## src/rtl/snn_pkg.sv

```systemverilog
// -----------------------------------------------------------------------------
// snn_pkg
// Shared definitions for the spiking-neural-network datapath blocks.
//   - IDLE / ACCUM / DONE : state encoding of the serial current accumulator
//   - STATE_W              : width of that state encoding
//   - clog2()              : ceiling log2, usable in constant expressions
// -----------------------------------------------------------------------------
package snn_pkg;

   localparam int STATE_W = 2;

   localparam logic [STATE_W-1:0] IDLE  = 2'd0;
   localparam logic [STATE_W-1:0] ACCUM = 2'd1;
   localparam logic [STATE_W-1:0] DONE  = 2'd2;

   // Smallest r such that 2**r >= value (returns 0 for value <= 1).
   function automatic int clog2(input int value);
      int result;
      result = 0;
      for (int i = 0; i < 31; i++) begin
         if ((32'sd1 <<< i) < value) begin
            result = i + 1;
         end
      end
      return result;
   endfunction

endpackage : snn_pkg

```

## src/rtl/signed_saturator.sv

```systemverilog
// -----------------------------------------------------------------------------
// signed_saturator
// Combinational clamp of a signed IN_W-bit value into the signed OUT_W-bit
// range [-2^(OUT_W-1), 2^(OUT_W-1)-1].
//
// Parameters
//   IN_W   : width of the signed input (must be greater than OUT_W)
//   OUT_W  : width of the signed, clamped output
//   SAT_EN : 1 = drive sat when clamping happens, 0 = sat tied low
//
// Ports
//   din  : in,  IN_W  - signed two's-complement value to clamp
//   dout : out, OUT_W - clamped signed value
//   sat  : out, 1     - high when din lay outside the OUT_W range
// -----------------------------------------------------------------------------
module signed_saturator #(
   parameter int IN_W   = 7,
   parameter int OUT_W  = 4,
   parameter bit SAT_EN = 1'b1
) (
   input  logic [IN_W-1:0]  din,
   output logic [OUT_W-1:0] dout,
   output logic             sat
);

   localparam int TOP_W = IN_W - OUT_W + 1;

   logic [TOP_W-1:0] top_bits_s;
   logic             sign_s;
   logic             fits_s;

   // The value fits when every bit from the output sign bit upward is a copy
   // of the input sign bit; otherwise the sign decides which rail to use.
   always_comb begin
      top_bits_s = din[IN_W-1:OUT_W-1];
      sign_s     = din[IN_W-1];
      fits_s     = (&top_bits_s) | ~(|top_bits_s);
      if (fits_s) begin
         dout = din[OUT_W-1:0];
      end else if (sign_s) begin
         dout = {1'b1, {(OUT_W-1){1'b0}}};
      end else begin
         dout = {1'b0, {(OUT_W-1){1'b1}}};
      end
   end

   generate
      if (SAT_EN) begin : g_sat
         assign sat = ~fits_s;
      end else begin : g_no_sat
         assign sat = 1'b0;
      end
   endgenerate

endmodule : signed_saturator

```

## src/rtl/serial_input_current_accumulator.sv

```systemverilog
// -----------------------------------------------------------------------------
// serial_input_current_accumulator
// Serially sums the weights of the active synapses (one synapse per clock)
// and publishes the result, clamped to NBITS signed, as the neuron input
// current. A request snapshots spikes and weights, so the inputs are free to
// change once start has been accepted. Latency is fixed at M+1 clocks after
// the start edge, independent of the spike pattern.
//
// Optional feature macro: SNN_ICC_SAT_FLAG_EN
//   defined   : sat_flag is registered with each result (1 = value clamped)
//   undefined : sat_flag is tied low (the clamp itself is always present)
//
// Parameters
//   M     : number of synapses (>= 2)
//   NBITS : width of each signed weight and of input_current
//
// Ports
//   clk           : in,  1       - clock, rising edge
//   reset         : in,  1       - asynchronous active-high reset
//   start         : in,  1       - request one computation (honoured in IDLE)
//   input_spikes  : in,  M       - bit i high = synapse i spiked
//   weights       : in,  M*NBITS - weight i at [i*NBITS +: NBITS], signed
//   busy          : out, 1       - computation in progress (ACCUM or DONE)
//   done          : out, 1       - one-cycle pulse, new input_current valid
//   input_current : out, NBITS   - registered, saturated signed sum
//   sat_flag      : out, 1       - last result was clamped
// -----------------------------------------------------------------------------
module serial_input_current_accumulator
   import snn_pkg::*;
#(
   parameter int M     = 4,
   parameter int NBITS = 4
) (
   input  logic               clk,
   input  logic               reset,
   input  logic               start,
   input  logic [M-1:0]       input_spikes,
   input  logic [M*NBITS-1:0] weights,
   output logic               busy,
   output logic               done,
   output logic [NBITS-1:0]   input_current,
   output logic               sat_flag
);

   // One guard bit above clog2(M) growth keeps the worst-case sum in range.
   localparam int ACC_W = NBITS + clog2(M) + 1;
   localparam int IDX_W = clog2(M);
   localparam logic [IDX_W-1:0] LAST_IDX = IDX_W'(M - 1);

   logic [STATE_W-1:0] state_r;
   logic [STATE_W-1:0] next_state_s;

   logic               load_s;
   logic               accum_en_s;
   logic               finish_s;

   logic [M-1:0]       spikes_r;
   logic [NBITS-1:0]   weight_r [M];
   logic [IDX_W-1:0]   index_r;
   logic [ACC_W-1:0]   acc_r;

   logic [NBITS-1:0]   weight_sel_s;
   logic               spike_sel_s;
   logic [ACC_W-1:0]   addend_s;

   logic [NBITS-1:0]   clamped_s;

   logic               busy_r;
   logic               done_r;
   logic [NBITS-1:0]   current_r;

   // -------------------------------------------------------------------------
   // Control FSM
   // -------------------------------------------------------------------------

   // State register.
   always_ff @(posedge clk or posedge reset) begin
      if (reset) begin
         state_r <= IDLE;
      end else begin
         state_r <= next_state_s;
      end
   end

   // Next-state decode; DONE always returns to IDLE so a start seen there is
   // only acted on one cycle later.
   always_comb begin
      next_state_s = state_r;
      case (state_r)
         IDLE: begin
            if (start) begin
               next_state_s = ACCUM;
            end else begin
               next_state_s = IDLE;
            end
         end
         ACCUM: begin
            if (index_r == LAST_IDX) begin
               next_state_s = DONE;
            end else begin
               next_state_s = ACCUM;
            end
         end
         DONE: begin
            next_state_s = IDLE;
         end
         default: begin
            next_state_s = IDLE;
         end
      endcase
   end

   // Per-state datapath controls.
   always_comb begin
      load_s     = 1'b0;
      accum_en_s = 1'b0;
      finish_s   = 1'b0;
      case (state_r)
         IDLE: begin
            load_s = start;
         end
         ACCUM: begin
            accum_en_s = 1'b1;
         end
         DONE: begin
            finish_s = 1'b1;
         end
         default: begin
            load_s     = 1'b0;
            accum_en_s = 1'b0;
            finish_s   = 1'b0;
         end
      endcase
   end

   // -------------------------------------------------------------------------
   // Snapshot and serial accumulation
   // -------------------------------------------------------------------------

   // Capture spikes and weights when a request is accepted; the accumulation
   // only ever reads these copies.
   always_ff @(posedge clk or posedge reset) begin
      if (reset) begin
         spikes_r <= {M{1'b0}};
         for (int i = 0; i < M; i++) begin
            weight_r[i] <= {NBITS{1'b0}};
         end
      end else if (load_s) begin
         spikes_r <= input_spikes;
         for (int i = 0; i < M; i++) begin
            weight_r[i] <= weights[i*NBITS +: NBITS];
         end
      end else begin
         spikes_r <= spikes_r;
         for (int i = 0; i < M; i++) begin
            weight_r[i] <= weight_r[i];
         end
      end
   end

   // Select the current synapse and sign-extend its weight, or contribute
   // zero when that synapse did not spike.
   always_comb begin
      weight_sel_s = weight_r[index_r];
      spike_sel_s  = spikes_r[index_r];
      if (spike_sel_s) begin
         addend_s = {{(ACC_W-NBITS){weight_sel_s[NBITS-1]}}, weight_sel_s};
      end else begin
         addend_s = {ACC_W{1'b0}};
      end
   end

   // Synapse index and running sum.
   always_ff @(posedge clk or posedge reset) begin
      if (reset) begin
         index_r <= {IDX_W{1'b0}};
         acc_r   <= {ACC_W{1'b0}};
      end else if (load_s) begin
         index_r <= {IDX_W{1'b0}};
         acc_r   <= {ACC_W{1'b0}};
      end else if (accum_en_s) begin
         index_r <= index_r + IDX_W'(1);
         acc_r   <= acc_r + addend_s;
      end else begin
         index_r <= index_r;
         acc_r   <= acc_r;
      end
   end

   // -------------------------------------------------------------------------
   // Clamp and result registers
   // -------------------------------------------------------------------------

`ifdef SNN_ICC_SAT_FLAG_EN
   logic sat_s;
   logic sat_flag_r;

   signed_saturator #(
      .IN_W   (ACC_W),
      .OUT_W  (NBITS),
      .SAT_EN (1'b1)
   ) u_saturator (
      .din  (acc_r),
      .dout (clamped_s),
      .sat  (sat_s)
   );

   // Clamp indication, refreshed only together with input_current.
   always_ff @(posedge clk or posedge reset) begin
      if (reset) begin
         sat_flag_r <= 1'b0;
      end else if (finish_s) begin
         sat_flag_r <= sat_s;
      end else begin
         sat_flag_r <= sat_flag_r;
      end
   end

   assign sat_flag = sat_flag_r;
`else
   logic sat_unused_s;

   signed_saturator #(
      .IN_W   (ACC_W),
      .OUT_W  (NBITS),
      .SAT_EN (1'b0)
   ) u_saturator (
      .din  (acc_r),
      .dout (clamped_s),
      .sat  (sat_unused_s)
   );

   assign sat_flag = 1'b0;
`endif

   // Result and status registers; done follows the DONE state by one edge so
   // it coincides with the new input_current value.
   always_ff @(posedge clk or posedge reset) begin
      if (reset) begin
         busy_r    <= 1'b0;
         done_r    <= 1'b0;
         current_r <= {NBITS{1'b0}};
      end else begin
         busy_r <= (next_state_s != IDLE);
         done_r <= finish_s;
         if (finish_s) begin
            current_r <= clamped_s;
         end else begin
            current_r <= current_r;
         end
      end
   end

   assign busy          = busy_r;
   assign done          = done_r;
   assign input_current = current_r;

endmodule : serial_input_current_accumulator

```

## config.mk

```make
export PLATFORM = sky130hd
export DESIGN_NAME = serial_input_current_accumulator
export DESIGN_NICKNAME = d
export VERILOG_FILES = /design/src/rtl/snn_pkg.sv /design/src/rtl/signed_saturator.sv /design/src/rtl/serial_input_current_accumulator.sv
export SDC_FILE = /design/constraint.sdc
export NUM_CORES = 1
export LEC_CHECK = 0
export ABC_CLOCK_PERIOD_IN_PS = 3200
export CAP_MARGIN = 0
export CORE_MARGIN = 3
export CORE_UTILIZATION = 50
export CTS_BUF_LIST = sky130_fd_sc_hd__clkbuf_16
export DETAILED_ROUTE_END_ITERATION = 7
export GPL_ROUTABILITY_DRIVEN = 0
export PLACE_DENSITY_LB_ADDON = 0.15
export SETUP_SLACK_MARGIN = 0.2
export SYNTH_ARGS = -nofsm -noshare
export SYNTH_HDL_FRONTEND = slang
export SYNTH_SLANG_ARGS = --single-unit
export TNS_END_PERCENT = 30
```

## constraint.sdc

```tcl
create_clock -name clk -period 3.2 [get_ports clk]
set_input_delay 0.48 -clock clk [delete_from_list [all_inputs] [get_ports clk]]
set_output_delay 0.48 -clock clk [all_outputs]
set_load 0.01 [all_outputs]
```

==> metrics.yaml <==
yosys_warnings: 0
initial_core_util_pct: 53.33
ys_seq_area_share_pct: 50.44
area_delta_synth_final_pct: 24.61
fin_crit_sh_pct: 87.42
rsz0062_at_grt: "false"
synth_seq_cells: 37
syn-num-nets: 177
synthFlopType: "dfrtp_1"
arrival_ps: 3000
maxCapViolCount: 0
period_minus_slack_ps: 2797
grt_util_all_layers_pct: 17.08
setup_viol: 0
clk_latency_ps: 270
syn_area_per_cell_um2: 12.57
drt_iter0_markers: 30
post_cts_buffers: 0
worst_ep_required_time_ps: 3410
async_flop_share_pct: 100.0
final_cell_mix: "37 x dfrtp_1, 28 x clkdlybuf4s50_1, 23 x mux2_2"
path_class: "flop to flop"
final_common_cell: "dfrtp_1"
final_layout_size_suffix_gt1_share_pct: 21.59
cts_tree: "yes"
cellPowerDensity_nw_per_um2: 1066
crit_path_start_kind: "flop"
grt_pass1_vias: 1226
worstPathMaxFanout: 9
grt_max_degree: 22
worstHoldPathCells: 1
design_area_um2: 2287
dp_hpwl_mm: 2.513
tightest_slew_ps: 724.6
root_buffer: "clkbuf_16"
slew_headroom_pct: 51.59
min_from: "weight_r[5]"
dieWidth_um: 66.59
worst_r2r_path_depth: 10
drcViolationCount: 0
diodes: 0
port_buffers: 28
cts_resized: 0
nets: 207
coreArea_um2: 3442
synth_area_um2: 1836
path_clk_slew_ps: 50
ir_drop_mv: 0.4773
synth_cell_types: 42
fin_skew_ps: 2.006
grt-ovfl-total: 0
postRouteAntennaNets: 0
synthCells: 146
wl_per_cell_um: 14.80
fin_setup_tns_ps: 0
hold_path.class: "flop to flop"
finalHoldViolations: 0
whs_ps: 502.6
rows: 21
final_util_pct: 66.45
worstHoldEndpoint: "weight_r[5]"
r2r_start: "index_r[0]"
leakage_nw: 0.9965
die_h_um: 66.59
cts_made_buffers: 5
htree_levels: 2
cts_sinks: 37
dieArea_um2: 4434
synth_edf_count: 0
vias_per_cell: 5.464
placed_area_um2: 2155
end_kind: "flop"
drt_first_pass_iters: 4
slew_violations: 0
status: "complete, no violations"
antenna_found_initial: 0
ios: 30
wl_mm: 3.285
clock_path_buffers: 2
via_count: 1213
ctsHoldBuffers: 0
r2r-end: "acc_r[6]"
fmax_mhz: 357.5
grt_pass1_wl_mm: 5.554
rrSetupSlack_ps: 400
sequential cells by signal, indices dropped and copies added (netlist names):
signal,cells
state_r,2
index_r,2
done,1
spikes_r,4
busy,1
weight_r,16
input_current,4
acc_r,7
worst max path at each step:
stage	endpoint	start	slack (ps)	cells after the start
after global routing	acc_r[6]	index_r[0]	250	10
final	acc_r[6]	index_r[0]	400	10
after floorplan	acc_r[6]	index_r[0]	600	11
after detailed placement	acc_r[6]	index_r[0]	420	10
after CTS	acc_r[5]	index_r[0]	400	9
after global placement	acc_r[6]	index_r[0]	450	10
cell usage after synthesis (2+ instances only):
cell	count	share of area, %
xor2_1	2	0.95
ha_1	7	4.8
nor2b_1	3	1.0
dfrtp_1	37	50
inv_1	7	1.4
clkbuf_1	4	0.82
o21bai_1	2	0.82
and2_1	2	0.68
nand2b_1	2	0.68
a22o_1	3	1.4
nand3_1	2	0.55
nand2_1	8	1.6
nor2_1	3	0.61
mux2_2	23	14
mux4_1	2	2.9
o211ai_1	2	0.82
a21oi_1	4	1.1
o21ai_0	5	1.4
a21o_1	2	0.82
mux4_2	2	2.5
and2_2	2	0.82
nor3b_1	2	0.82
power breakdown:
group / switching (W) / internal [W] / leakage, nW / total, W
Combinational: 0.000509 / 0.000624 / 0.484 / 0.00113
Clock: 0.000159 / 0.000278 / 0.0685 / 0.000436
Sequential: 0.000167 / 0.000702 / 0.444 / 0.000869
layer usage:
layer  global-route usage [%]  wire (µm)
met2                    31.19       1766
met5                        0          0
met3                    5.059        117
met4                    4.569         29
met1                    19.15       1371
critical path: stages (launching register included):
cell,delay (ps)
dfrtp_1,530
mux4_2,600
and2_2,190
ha_1,180
inv_1,70
fa_1,200
nor2b_1,60
o2111ai_1,210
a31oi_1,130
or4_1,470
nand3_1,90
cell type report:
type / count / area, µm²
Clock buffer: 5 / 125.1
Timing Repair Buffer: 30 / 295.3
Fill cell: 265 / 1155
Multi-Input combinational cell: 95 / 849.6
Clock inverter: 2 / 7.507
Inverter: 7 / 26.28
Sequential cell: 37 / 925.9
Tap cell: 46 / 57.56
kinds of logic after synthesis:
group | count (synthesis) | share of synthesized area (%)
DFF | 37 | 50.44
and+or+nand+nor | 32 | 10.22
muxes | 28 | 19.97
AOI/OAI and AO/OA | 23 | 8.316
buffers and inverters | 14 | 3.545
adders and majority gates | 8 | 5.862
xor gates and xnor gates | 3 | 1.432
other | 1 | 0.2043
per-stage QoR:
stage	total power [W]	worst slack, ps	cells
6_report	0.002439	402.5	222
5_1_grt	0.002631	249.1	222
3_5_place_dp	0.002009	421.5	215
4_1_cts	0.002467	398.3	222
2_1_floorplan	0.001714	597.5	146
3_3_place_gp	0.001958	452.3	215
Power figures use the tool's default switching activity.
